**src/rtl/state_pkg.sv**
```systemverilog
// Shared screen encoding and default geometry/timing for the game sequencer.
package state_pkg;

  // Screen currently shown by the VGA stage multiplexer; 2'b11 is unused.
  typedef enum logic [1:0] {
    START   = 2'b00,
    LEVEL_1 = 2'b01,
    FINISH  = 2'b10
  } g_state;

  // Start-button box on the START screen (inclusive edges).
  localparam logic [11:0] START_BTN_X0 = 12'd350;
  localparam logic [11:0] START_BTN_X1 = 12'd450;
  localparam logic [11:0] START_BTN_Y0 = 12'd280;
  localparam logic [11:0] START_BTN_Y1 = 12'd320;

  // Both players must reach this x position to leave LEVEL_1.
  localparam logic [11:0] LEVEL1_EXIT_X = 12'd740;

  // Frames the FINISH screen is held before returning to START (3 s at 60 Hz).
  localparam int unsigned FINISH_HOLD_FRAMES = 180;

  // Unsigned inclusive range test used for the start-button hit box.
  function automatic logic in_range(input logic [11:0] v,
                                    input logic [11:0] lo,
                                    input logic [11:0] hi);
    return (v >= lo) && (v <= hi);
  endfunction

endpackage

```
**src/rtl/rise_detect.sv**
```systemverilog
// One-bit registered rising-edge detector; the pulse is combinational from
// the live input and the previous-cycle sample.
module rise_detect (
  input  logic clk,
  input  logic rst_n,
  input  logic i_sig,
  output logic o_rise
);

  logic r_sig_q;

  // Remember last cycle's level; reset to 0 so a high input at release
  // produces an immediate edge.
  always_ff @(posedge clk) begin
    // NOTE: registers use non-blocking assignment so every flop samples
    // pre-edge values regardless of statement order.
    if (!rst_n) r_sig_q <= 1'b0;
    else        r_sig_q <= i_sig;
  end

  assign o_rise = i_sig & ~r_sig_q;

endmodule

```
**src/rtl/game_state_ctl.sv**
```systemverilog
// Top-level game sequencer: START -> LEVEL_1 -> FINISH -> START.
// Screen changes are staged in a request register and only committed on a
// frame tick (vblank rising edge) so a frame never mixes two screens.
module game_state_ctl
  import state_pkg::*;
#(
  parameter logic [11:0] START_X0      = START_BTN_X0,
  parameter logic [11:0] START_X1      = START_BTN_X1,
  parameter logic [11:0] START_Y0      = START_BTN_Y0,
  parameter logic [11:0] START_Y1      = START_BTN_Y1,
  parameter logic [11:0] EXIT_X        = LEVEL1_EXIT_X,
  parameter int unsigned FINISH_FRAMES = FINISH_HOLD_FRAMES
) (
  input  logic        clk_40,
  input  logic        rst,
  input  logic        vblnk,
  input  logic        mouse_left,
  input  logic [11:0] xpos_mouse,
  input  logic [11:0] ypos_mouse,
  input  logic [11:0] xpos_player_ctl1,
  input  logic [11:0] xpos_player_ctl2,
  input  logic [1:0]  button_pressed,
  output g_state      game_state,
  output logic        level_init
);

  localparam logic [7:0] FINISH_LAST = 8'(FINISH_FRAMES - 1);

  logic w_tick;
  logic w_click;

  rise_detect u_vblnk_rise (
    .clk    (clk_40),
    .rst_n  (rst),
    .i_sig  (vblnk),
    .o_rise (w_tick)
  );

  rise_detect u_click_rise (
    .clk    (clk_40),
    .rst_n  (rst),
    .i_sig  (mouse_left),
    .o_rise (w_click)
  );

  g_state     r_state;
  g_state     r_req_state;
  logic       r_req_valid;
  logic [7:0] r_frame_cnt;
  logic       r_level_init;

  g_state     w_state_next;
  g_state     w_req_state_next;
  logic       w_req_valid_next;
  logic [7:0] w_frame_cnt_next;
  logic       w_level_init_next;

  // Click-raised requests may commit on a coincident tick; tick-raised
  // requests always wait for the following tick.
  logic       w_click_req;
  g_state     w_click_state;
  logic       w_tick_req;
  g_state     w_tick_state;
  logic       w_illegal;

  logic w_in_box;
  logic w_win;

  assign w_in_box = in_range(xpos_mouse, START_X0, START_X1) &&
                    in_range(ypos_mouse, START_Y0, START_Y1);
  assign w_win    = (button_pressed == 2'b11) &&
                    (xpos_player_ctl1 >= EXIT_X) &&
                    (xpos_player_ctl2 >= EXIT_X);

  // State, request register, frame counter and level_init pulse.
  always_ff @(posedge clk_40) begin
    if (!rst) begin
      r_state      <= START;
      r_req_state  <= START;
      r_req_valid  <= 1'b0;
      r_frame_cnt  <= 8'd0;
      r_level_init <= 1'b0;
    end else begin
      r_state      <= w_state_next;
      r_req_state  <= w_req_state_next;
      r_req_valid  <= w_req_valid_next;
      r_frame_cnt  <= w_frame_cnt_next;
      r_level_init <= w_level_init_next;
    end
  end

  // Request rules per screen, then frame-boundary commit.
  always_comb begin
    // NOTE: every output of this block gets a default first, so no path
    // leaves a signal unassigned and no latch is inferred.
    w_state_next     = r_state;
    w_req_state_next = r_req_state;
    w_req_valid_next = r_req_valid;
    w_frame_cnt_next = r_frame_cnt;
    w_click_req      = 1'b0;
    w_click_state    = START;
    w_tick_req       = 1'b0;
    w_tick_state     = START;
    w_illegal        = 1'b0;

    case (r_state)
      START: begin
        if (w_click && w_in_box) begin
          w_click_req   = 1'b1;
          w_click_state = LEVEL_1;
        end
      end
      LEVEL_1: begin
        if (w_tick && w_win) begin
          w_tick_req   = 1'b1;
          w_tick_state = FINISH;
        end
      end
      FINISH: begin
        if (w_click) begin
          w_click_req   = 1'b1;
          w_click_state = START;
        end
        if (w_tick && (r_frame_cnt == FINISH_LAST)) begin
          w_tick_req   = 1'b1;
          w_tick_state = START;
        end
        if (w_tick && (r_frame_cnt != 8'hFF)) begin
          w_frame_cnt_next = r_frame_cnt + 8'd1;
        end
      end
      default: begin
        w_illegal        = 1'b1;
        w_state_next     = START;
        w_req_valid_next = 1'b0;
      end
    endcase

    if (!w_illegal) begin
      if (w_tick) begin
        if (r_req_valid) begin
          w_state_next     = r_req_state;
          w_req_valid_next = 1'b0;
        end else if (w_click_req) begin
          w_state_next = w_click_state;
        end else if (w_tick_req) begin
          w_req_valid_next = 1'b1;
          w_req_state_next = w_tick_state;
        end
      end else if (w_click_req && !r_req_valid) begin
        w_req_valid_next = 1'b1;
        w_req_state_next = w_click_state;
      end
    end

    if ((w_state_next == FINISH) && (r_state != FINISH)) begin
      w_frame_cnt_next = 8'd0;
    end

    w_level_init_next = (w_state_next == LEVEL_1) && (r_state != LEVEL_1);
  end

  assign game_state = r_state;
  assign level_init = r_level_init;

endmodule

```
**config.mk**
```make
export PLATFORM = sky130hd
export DESIGN_NAME = game_state_ctl
export DESIGN_NICKNAME = d
export VERILOG_FILES = /design/src/rtl/state_pkg.sv /design/src/rtl/rise_detect.sv /design/src/rtl/game_state_ctl.sv
export SDC_FILE = /design/constraint.sdc
export NUM_CORES = 1
export LEC_CHECK = 0
export BUFFER_PORTS_ARGS = -buffer_cell sky130_fd_sc_hd__clkbuf_2
export CORE_MARGIN = 5
export CORE_UTILIZATION = 40
export CTS_CLUSTER_DIAMETER = 120
export DETAILED_ROUTE_END_ITERATION = 12
export GPL_ROUTABILITY_DRIVEN = 0
export GPL_TIMING_DRIVEN = 0
export PLACE_DENSITY_LB_ADDON = 0.1
export SYNTH_ARGS = -nofsm -noshare
export SYNTH_HDL_FRONTEND = slang
export SYNTH_SLANG_ARGS = --single-unit
```
**constraint.sdc**
```tcl
create_clock -name clk_40 -period 3.62 [get_ports clk_40]
set_input_delay 0.362 -clock clk_40 [delete_from_list [all_inputs] [get_ports clk_40]]
set_output_delay 0.362 -clock clk_40 [all_outputs]
set_load 0.01 [all_outputs]
```
==> qor.log <==
INFO  timing         fmax=0.421GHz
INFO  synthesis      synth-async-reset-ratio=0
INFO  cells_and_area nNetsFinal=226
INFO  placement      buffer_ports.inserted=51
INFO  timing         setup_viol_count_final=0
INFO  setup_path     worstSetupStartpoint=game_state[0]
INFO  timing         number_of_pins_exceeding_their_max_slew_limit_in_the_final_report=0
INFO  global_routing globalRouteOverflowTotal=0
INFO  setup_path     critical_path_buf_inv_count=1
INFO  clock_network  cts_tree=yes
INFO  cells_and_area n_antenna_cell=0
INFO  min_path       timing.hold.worst_path_depth=2
INFO  detailed_routing detailedRoute.firstIterationViolations=28
INFO  timing         totalNegativeSetupSlack=0ns
INFO  synthesis      synth.yosys.warnings=0
INFO  synthesis      synth_area=978squm
INFO  global_routing number_of_global_route_vias_before_repair=1007
INFO  clock_network  post_cts.resized_instances=0
INFO  clock_network  clk_pin_slew_worst_paths=0.09ns
INFO  clock_network  cts.path.max_buffers=2
INFO  floorplan      number_of_standard_cell_rows_in_the_floorplan=18
INFO  cells_and_area area_growth_syn_to_layout=32.2%
INFO  clock_network  clock_insertion_delay_worst_skew=0.27ns
INFO  setup_path     critical_path_required=3.75ns
INFO  clock_network  holdBufCountCts=0
INFO  timing         timing.hold.ws=0.313ns
INFO  cells_and_area fillerInstances=240
INFO  floorplan      starting_utilization_of_the_core_area=0.406
INFO  min_path       hold_path.startpoint=mouse_left
INFO  placement      dpl.hpwl=1990microns
INFO  cells_and_area final_common_cell=sky130_fd_sc_hd__clkbuf_2
INFO  setup_path     cp_top_family=compound AO/OA/AOI/OAI gates
INFO  cells_and_area ff_latch_area=320squm
INFO  setup_path     ff2ff_path_depth=7
INFO  global_routing antenna_found_initial=0
INFO  job            drv_cap=0
INFO  synthesis      ys_ff_latch=16
INFO  outcome        outcome=finished clean
INFO  setup_path     worst-setup-path-type=reg2reg
INFO  clock_network  post-cts-setup-buffer-count=0
INFO  clock_network  clock_sink_count=16
INFO  setup_path     worst_r2r_endpoint=r_frame_cnt[1]
INFO  floorplan      fp.dieW=59.5microns
INFO  clock_network  cts-buffers-inserted=3
INFO  power_and_ir_drop irDropWorstVdd=201uV
INFO  detailed_routing route.antenna.remaining_nets=0
INFO  setup_path     cp_data_arrival_time=2.50ns
INFO  cells_and_area layout-drive-gt1-share=0.366
INFO  setup_path     cp-end-kind=register
INFO  floorplan      num_io_pins=57
INFO  timing         maxSlewHeadroom=0.331
INFO  detailed_routing drcViolationCount=0
INFO  synthesis      synth.lib_cells_used.distinct=40
INFO  timing         grt_setup_unrepaired=false
INFO  timing         finalWorstPathRequiredPeriod=2.38ns
INFO  timing         timing_hold_violations_final=0
INFO  detailed_routing routed_length_per_instance=11.9microns
INFO  timing         worst_clock_skew=0.00328ns
INFO  floorplan      fp.dieArea=3540squm
INFO  setup_path     regToRegSetupSlack=1.24ns
INFO  cells_and_area mostFrequentLayoutCells=sky130_fd_sc_hd__clkbuf_2 (51), sky130_fd_sc_hd__dfxtp_1 (16), sky130_fd_sc_hd__nor2_1 (11)
INFO  detailed_routing drt_first_pass_iters=6
INFO  power_and_ir_drop fin_total_pwr=0.000311W
INFO  timing         max_slew.worst_pin.slew=0.995ns
INFO  synthesis      syn-mean-instance-area=8.89squm
INFO  power_and_ir_drop power.leakage=0.571nW
INFO  setup_path     cell_breakdown_of_the_critical_path=inv_1, ha_1, and3b_1, o21ai_0, a32o_1, o31ai_1, nor2_1
INFO  cells_and_area multiInputGateArea=639squm
INFO  synthesis      ys_dominant_reg_cell=sky130_fd_sc_hd__dfxtp_1
INFO  setup_path     critical_path.max_fanout=8
INFO  floorplan      coreArea=2410squm
INFO  detailed_routing wirelength=2310microns
INFO  setup_path     critPathLaunchType=register
INFO  global_routing grt_use_total=0.143
INFO  min_path       worstHoldEndpoint=u_click_rise.r_sig_q
INFO  synthesis      synth_fp_nets=170
INFO  synthesis      post_synth_inst_count=110
INFO  synthesis      seq_area_frac_synth=0.327
INFO  synthesis      synth_enable_flop_cells=0
INFO  clock_network  htreeDepth=1
INFO  min_path       min-delay-path-class=in2reg
INFO  detailed_routing routed_via_density=5.24
INFO  global_routing grt_start_max_net_pins=11
INFO  global_routing grt_first_pass_wirelength=4000microns
INFO  clock_network  cts_root_buf=sky130_fd_sc_hd__clkbuf_4
INFO  detailed_routing detailroute.via_count=1016
INFO  cells_and_area finish.utilization=0.537
INFO  setup_path     timing.rr.start=game_state[0]
INFO  setup_path     cpPeakStageDelay=0.83ns
INFO  timing         final.period_utilization=0.657
INFO  power_and_ir_drop pwr_density_cell=240nW/um^2
INFO  setup_path     worst_path_max_delay_cell=sky130_fd_sc_hd__o31ai_1
INFO  floorplan      die_h=59.5microns
[layout make-up]
cell class,instances,share of cell area
Buffer,1,0.00290
Clock buffer,3,0.0174
Inverter,4,0.0116
Multi-Input combinational cell,89,0.494
Sequential cell,16,0.248
Tap cell,30,0.0290
Timing Repair Buffer,51,0.197
[cells in the mapped netlist (all sizes together) (2+ instances only)]
library cell / n / area share
dfxtp: 16 / 0.33
nor2: 11 / 0.042
nand2: 7 / 0.027
nor3: 7 / 0.041
ha: 6 / 0.077
nand3: 6 / 0.031
inv: 4 / 0.015
nand4: 4 / 0.026
xor2: 4 / 0.036
o21a: 3 / 0.023
o21ai: 3 / 0.015
xnor2: 3 / 0.027
a21boi: 2 / 0.015
a21oi: 2 / 0.010
and2: 2 / 0.013
and3: 2 / 0.013
and3b: 2 / 0.019
mux2: 2 / 0.023
mux2i: 2 / 0.020
nand2b: 2 / 0.013
nor4b: 2 / 0.018
o31ai: 2 / 0.015
or4: 2 / 0.015
[registers in the layout, summed over array words and instances, names as in the netlist]
signal and count:
r_frame_cnt 8, game_state 2, r_req_state 2, level_init 1, r_req_valid 1, u_click_rise.r_sig_q 1, u_vblnk_rise.r_sig_q 1
[power breakdown]
part           internal [W]  switching, W  total [W]
sequential         0.000177   0.000000484   0.000178
combinational     0.0000255     0.0000182  0.0000437
clock             0.0000385     0.0000509  0.0000894
total              0.000241     0.0000696   0.000311
[metal layers]
| layer | GRT usage | wire (microns) | part of all wire | vias to the layer above |
|---|---|---|---|---|
| li1 | - | - | - | 520 |
| met2 | 0.232 | 909 | 0.39 | 58 |
| met5 | 0 | 0 | 0 | - |
| met3 | 0.0283 | 322 | 0.14 | 4 |
| met1 | 0.183 | 1050 | 0.45 | 434 |
| met4 | 0.0583 | 27 | 0.012 | 0 |
[worst reg2reg max path: cells and delay by family (launching register included)]
family | cells | cell delay, ns
buf+inv | 1 | 0.09
compound gates | 3 | 1.15
fa+ha+maj | 1 | 0.26
simple gates | 2 | 0.37
flops | 1 | 0.36
[worst max path at each step]
stage                                 to  cells past startpoint
after CTS                 r_frame_cnt[1]                      7
after global routing      r_frame_cnt[5]                      7
after global placement    r_frame_cnt[1]                      7
after floorplan              r_req_valid                      6
after detailed placement  r_frame_cnt[1]                      7
final                     r_frame_cnt[1]                      7
[cell families after synthesis]
group | after synthesis | synth area share
buffers and inverters | 5 | 0.0192
XOR/XNOR | 7 | 0.0627
adder cells (fa/ha/maj) | 6 | 0.0767
flip-flops | 16 | 0.327
AND/OR/NAND/NOR | 52 | 0.301
AO/OA/AOI/OAI | 20 | 0.170
multiplexers | 4 | 0.0435
[stage by stage]
step	cell area, sq um	instances	worst slack (ns)
3_5_place_dp	1270	191	1.26
2_1_floorplan	978	110	1.56
6_report	1290	194	1.24
5_1_grt	1290	194	0.985
3_3_place_gp	1270	191	1.27
4_1_cts	1290	194	1.24
Power figures use the tool's default switching activity.
